[src/rtl/mem_stage.sv]
// mem_stage: Y86-64 memory stage -- M pipeline register plus a req/ack data-memory FSM.
// Optional feature: define DMEM_ADDR_CHECK_EN to flag addresses above DMEM_SIZE-8 as ADR.
// Ports: clk, rst_n (async, active-low)
//        M_bubble, E_stat, E_icode, e_Cnd, e_valE, E_valA, e_dstE, E_dstM  - execute side
//        M_stat, M_icode, M_Cnd, M_valE, M_valA, M_dstE, M_dstM            - M register
//        m_valM, m_stat, m_busy                                            - stage results / stall
//        dmem_req, dmem_we, dmem_addr, dmem_wdata, dmem_rdata, dmem_ack    - memory handshake
module mem_stage #(
    parameter int DMEM_SIZE = 1024
) (
    input  logic        clk,
    input  logic        rst_n,
    input  logic        M_bubble,
    input  logic [3:0]  E_stat,
    input  logic [3:0]  E_icode,
    input  logic        e_Cnd,
    input  logic [63:0] e_valE,
    input  logic [63:0] E_valA,
    input  logic [3:0]  e_dstE,
    input  logic [3:0]  E_dstM,
    output logic [3:0]  M_stat,
    output logic [3:0]  M_icode,
    output logic [3:0]  M_dstE,
    output logic [3:0]  M_dstM,
    output logic        M_Cnd,
    output logic [63:0] M_valE,
    output logic [63:0] M_valA,
    output logic [63:0] m_valM,
    output logic [3:0]  m_stat,
    output logic        m_busy,
    output logic        dmem_req,
    output logic        dmem_we,
    output logic [63:0] dmem_addr,
    output logic [63:0] dmem_wdata,
    input  logic [63:0] dmem_rdata,
    input  logic        dmem_ack
);
    localparam logic [3:0] AOK = 4'd1;
    localparam logic [3:0] ADR = 4'd3;
    localparam logic [3:0] NOP = 4'd1;
    localparam logic [3:0] RNONE = 4'd15;
`ifdef DMEM_ADDR_CHECK_EN
    localparam bit CHK_EN = 1'b1;
`else
    localparam bit CHK_EN = 1'b0;
`endif
    localparam logic [63:0] ADDR_MAX = 64'(DMEM_SIZE - 8);

    typedef enum logic [1:0] {IDLE, REQ, DONE} state_t;

    state_t      state_q, state_d;
    logic [3:0]  stat_q, stat_d, icode_q, icode_d, dste_q, dste_d, dstm_q, dstm_d;
    logic        cnd_q, cnd_d;
    logic [63:0] vale_q, vale_d, vala_q, vala_d, valm_q, valm_d;

    function automatic logic is_rd(input logic [3:0] i);
        return i == 4'd5 || i == 4'd9 || i == 4'd11;
    endfunction

    function automatic logic is_wr(input logic [3:0] i);
        return i == 4'd4 || i == 4'd8 || i == 4'd10;
    endfunction

    // popq and ret address through the old stack pointer carried in valA
    function automatic logic [63:0] addr_of(input logic [3:0] i, input logic [63:0] ve, input logic [63:0] va);
        return (i == 4'd9 || i == 4'd11) ? va : ve;
    endfunction

    function automatic logic legal(input logic [63:0] a);
        return !CHK_EN || a <= ADDR_MAX;
    endfunction

    always_comb begin
        state_d = state_q;
        stat_d  = stat_q;
        icode_d = icode_q;
        cnd_d   = cnd_q;
        dste_d  = dste_q;
        dstm_d  = dstm_q;
        vale_d  = vale_q;
        vala_d  = vala_q;
        valm_d  = valm_q;
        if (state_q == REQ) begin
            if (dmem_ack) begin
                state_d = DONE;
                valm_d  = is_rd(icode_q) ? dmem_rdata : valm_q;
            end
        end else begin
            stat_d  = M_bubble ? AOK : E_stat;
            icode_d = M_bubble ? NOP : E_icode;
            cnd_d   = M_bubble ? 1'b0 : e_Cnd;
            dste_d  = M_bubble ? RNONE : e_dstE;
            dstm_d  = M_bubble ? RNONE : E_dstM;
            vale_d  = M_bubble ? '0 : e_valE;
            vala_d  = M_bubble ? '0 : E_valA;
            // the FSM decision is made on the values being loaded, so a request starts the next cycle
            state_d = (stat_d == AOK && (is_rd(icode_d) || is_wr(icode_d))
                       && legal(addr_of(icode_d, vale_d, vala_d))) ? REQ : DONE;
        end
    end

    always_ff @(posedge clk or negedge rst_n) begin
        if (!rst_n) begin
            state_q <= IDLE;
            stat_q  <= AOK;
            icode_q <= NOP;
            cnd_q   <= 1'b0;
            dste_q  <= RNONE;
            dstm_q  <= RNONE;
            vale_q  <= '0;
            vala_q  <= '0;
            valm_q  <= '0;
        end else begin
            state_q <= state_d;
            stat_q  <= stat_d;
            icode_q <= icode_d;
            cnd_q   <= cnd_d;
            dste_q  <= dste_d;
            dstm_q  <= dstm_d;
            vale_q  <= vale_d;
            vala_q  <= vala_d;
            valm_q  <= valm_d;
        end
    end

    assign M_stat     = stat_q;
    assign M_icode    = icode_q;
    assign M_Cnd      = cnd_q;
    assign M_dstE     = dste_q;
    assign M_dstM     = dstm_q;
    assign M_valE     = vale_q;
    assign M_valA     = vala_q;
    assign m_valM     = valm_q;
    assign m_busy     = state_q == REQ;
    assign dmem_req   = state_q == REQ;
    assign dmem_we    = state_q == REQ && is_wr(icode_q);
    assign dmem_addr  = addr_of(icode_q, vale_q, vala_q);
    assign dmem_wdata = vala_q;
    assign m_stat     = (stat_q == AOK && (is_rd(icode_q) || is_wr(icode_q)) && !legal(dmem_addr)) ? ADR : stat_q;
endmodule
[config.mk]
export PLATFORM = sky130hd
export DESIGN_NAME = mem_stage
export DESIGN_NICKNAME = d
export VERILOG_FILES = /design/src/rtl/mem_stage.sv
export SDC_FILE = /design/constraint.sdc
export NUM_CORES = 1
export LEC_CHECK = 0
export CORE_AREA = 8 8 212 214
export DETAILED_ROUTE_END_ITERATION = 10
export DIE_AREA = 0 0 220 222
export PLACE_DENSITY_LB_ADDON = 0.08
export SYNTH_ARGS = -nofsm -noshare
export SYNTH_HDL_FRONTEND = slang
export SYNTH_SLANG_ARGS = --single-unit
[constraint.sdc]
create_clock -name clk -period 2.6 [get_ports clk]
set_input_delay 0.39 -clock clk [delete_from_list [all_inputs] [get_ports clk]]
set_output_delay 0.39 -clock clk [all_outputs]
set_load 0.1 [all_outputs]
==> impl_metrics.yaml <==
route:
  dr.first_iter.drc_count: 344
  post_drt_wl_per_cell_um: 22.53
  wirelength_um: 43930
  dr_wl_met2_um: 21350
  vias: 8400
  met3_length_um: 4239
  drc: 0
  via_per_inst: 4.308
  top_layer: "met5"
  routedLengthMet1_um: 17770
  firstDrtPassIters: 4
  drtAntennaViolNets: 0
place:
  portBuffers: 556
  place_congestion: 0.7679
  dp_hpwl_um: 33460
cts:
  cts.sinks: 211
  path_clk_slew_ns: 0.06
  htree_levels: 1
  cts_tree: "done"
  cts_root_buf: "clkbuf_16"
  clk_latency_ns: 0.53
  numCtsBuffers: 27
  cts_buffer_depth: 3
synthesis:
  synthCells: 917
  ys_warn_count: 0
  async_reset_ff_share_pct: 100.0
  synth_nets: 1130
  ys_ff_latch: 211
  ys_types: 27
  synth_ff_type: "dfrtp_1"
  seq_area_frac_synth_pct: 52.71
  syn_avg_cell_area_um2: 10.95
  synth-edff-count: 0
  synth_area_um2: 10040
global_routing:
  grt_max_degree: 87
  antenna_found_initial: 6
  grt_pass1_vias: 9066
  grt_pass1_wl_um: 64030
  gr-usage-all-layers_pct: 17.17
  grt_overflow_total: 0
timing:
  skew_ns: 0.01762
  tightest_slew_ns: 1.037
  drv_slew: 0
  max_freq_mhz: 400.1
  fin_crit_sh_pct: 96.13
  tns_ns: 0
  finalSetupViolCount: 0
  hold_violations: 0
  period_needed_ns: 2.499
  rsz0062_at_grt: "false"
  timing.slew.headroom_pct: 30.85
flow_run:
  drv_cap: 0
power:
  total_power_mw: 10.40
  p_leak_nw: 8.133
  max-vdd-ir-drop_mv: 0.3171
  powerDensity_nw_per_um2: 624.9
worst_setup_path:
  arrival_ns: 2.11
  endpoint_kind: "output port"
  worstPathRequired_ns: 2.21
  critPathMaxFanout: 14
  cp-start-kind: "register"
  critPathSlowestCell: "dfrtp_2"
  path_cells: "nor2b_4, nand2_8, buf_4, mux2_2, buf_12"
  slowest_delay_ns: 0.43
  critPathKind: "register to output port"
run_status:
  status: "finished, final reports clean"
die:
  row_count: 75
  die_h_um: 222
  start_util_pct: 24.21
  fp.dieW_um: 220
  core_um2: 41480
  io-pin-count: 557
  die-area_um2: 48840
layout:
  num_antenna_cells: 0
  drive_gt1_share_pct: 38.98
  syn2layout_area_growth_pct: 65.68
  final_nets: 1608
min_path:
  hold_path_class: "primary input to register"
## metal layers
metal / vias to the layer above / GRT usage, %
met5: - / 0
met1: 4104 / 20.48
met4: 10 / 2.823
met2: 332 / 29.59
li1: 3914 / -
met3: 40 / 6.194
## cells by family (layout without fill, tap and decap cells)
family | Yosys count | in the layout | share of synthesized area, %
mux | 128 | 128 | 16.60
compound gates | 15 | 15 | 0.9097
flops | 211 | 211 | 52.71
simple gates | 431 | 431 | 21.40
buf+inv | 132 | 626 | 8.386
## worst max-delay path, delay by kind of cell (launching register included)
family / cells / cell delay [ns]
buffers and inverters: 2 / 0.46
and+or+nand+nor: 2 / 0.27
muxes: 1 / 0.40
DFF: 1 / 0.43
## worst paths after layout
kind                       depth (start not counted)                    from  slack (ns)                endpoint
min reg2reg                                        2   M_dstE[2]$_DFFE_PN1N_        0.45   M_dstE[2]$_DFFE_PN1N_
min in group asynchronous                          2                   rst_n        0.43  m_valM[61]$_DFFE_PN0P_
max                                                5  M_icode[3]$_DFFE_PN0N_        0.10           dmem_addr[37]
max in group asynchronous                          3                   rst_n        1.35   M_dstM[0]$_DFFE_PN1N_
min                                                3              E_valA[38]        0.41  M_valA[38]$_DFFE_PN0N_
max reg2reg                                        4  M_icode[2]$_DFFE_PN0N_        0.69   m_valM[6]$_DFFE_PN0P_
## sequential cells by signal (all words and copies together), names as in the netlist
signal   flops
M_valA      64
M_valE      64
m_valM      64
M_dstE       4
M_dstM       4
M_icode      4
M_stat       4
state_q      2
M_Cnd        1
## where the power goes
| group | leakage (nW) | switching [mW] | internal (mW) |
|---|---|---|---|
| clock network | 0.415 | 1.41 | 2.25 |
| registers | 2.76 | 0.145 | 3.41 |
| logic | 4.96 | 2.24 | 0.948 |
| total | 8.13 | 3.79 | 6.60 |
## synthesized netlist by cell type, types with 6 or more instances
library cell,n,area (um^2)
nand3b_1,134,1006
mux2_2,68,765.7
clkbuf_1,37,138.9
buf_2,10,50.05
mux2_4,60,900.9
nand2_1,288,1081
dfstp_2,10,262.8
dfrtp_1,201,5030
buf_1,7,26.28
buf_4,69,518.0
o21ai_0,9,45.04
buf_8,6,90.09
## layout make-up
cell class | instances | area (um^2)
Sequential cell | 211 | 5294
Tap cell | 539 | 674.4
Multi-Input combinational cell | 574 | 3944
Clock buffer | 37 | 733.2
Clock inverter | 8 | 117.6
Timing Repair Buffer | 579 | 5861
Inverter | 2 | 12.51
Fill cell | 4097 | 24840
## placed cells by master (no fill, tap or decap), types with 2 or more instances in the layout
cell type,Yosys,final
mux2_4,60,60
bufinv_16,0,3
nand3b_1,134,134
buf_16,0,2
clkbuf_16,0,27
dfstp_2,10,10
nor2_1,2,2
o21ai_0,9,9
buf_12,0,73
dfrtp_1,201,200
clkbuf_1,37,8
clkdlybuf4s50_1,0,210
mux2_2,68,68
clkbuf_8,0,2
buf_4,69,291
nor3_1,2,2
nand2_1,288,287
clkinv_2,0,4
## timing repair
item | 4_1_cts | 5_1_grt
endpoints found under the setup margin | 50 | 0
setup buffers | 1 | 0
hold endpoints to repair | 65 | 0
gates resized for setup | 4 | 0
hold buffers | 1 | 0
## metrics by stage
| step | cell area, um^2 | hold slack (ns) | cells | worst slack, ns | utilization (%) |
|---|---|---|---|---|---|
| 2_1_floorplan | 10040 | 0.09441 | 917 | 0.1049 | - |
| 3_3_place_gp | 15710 | 0.4400 | 1902 | 0.4306 | 37.87 |
| 3_5_place_dp | 15710 | 0.4335 | 1902 | 0.4289 | 37.87 |
| 4_1_cts | 16640 | 0.3776 | 1950 | 0.03618 | 40.11 |
| 5_1_grt | 16640 | 0.4045 | 1950 | 0.001718 | 40.11 |
| 6_report | 16640 | 0.4110 | 1950 | 0.1007 | 40.11 |
Power figures use the tool's default switching activity.
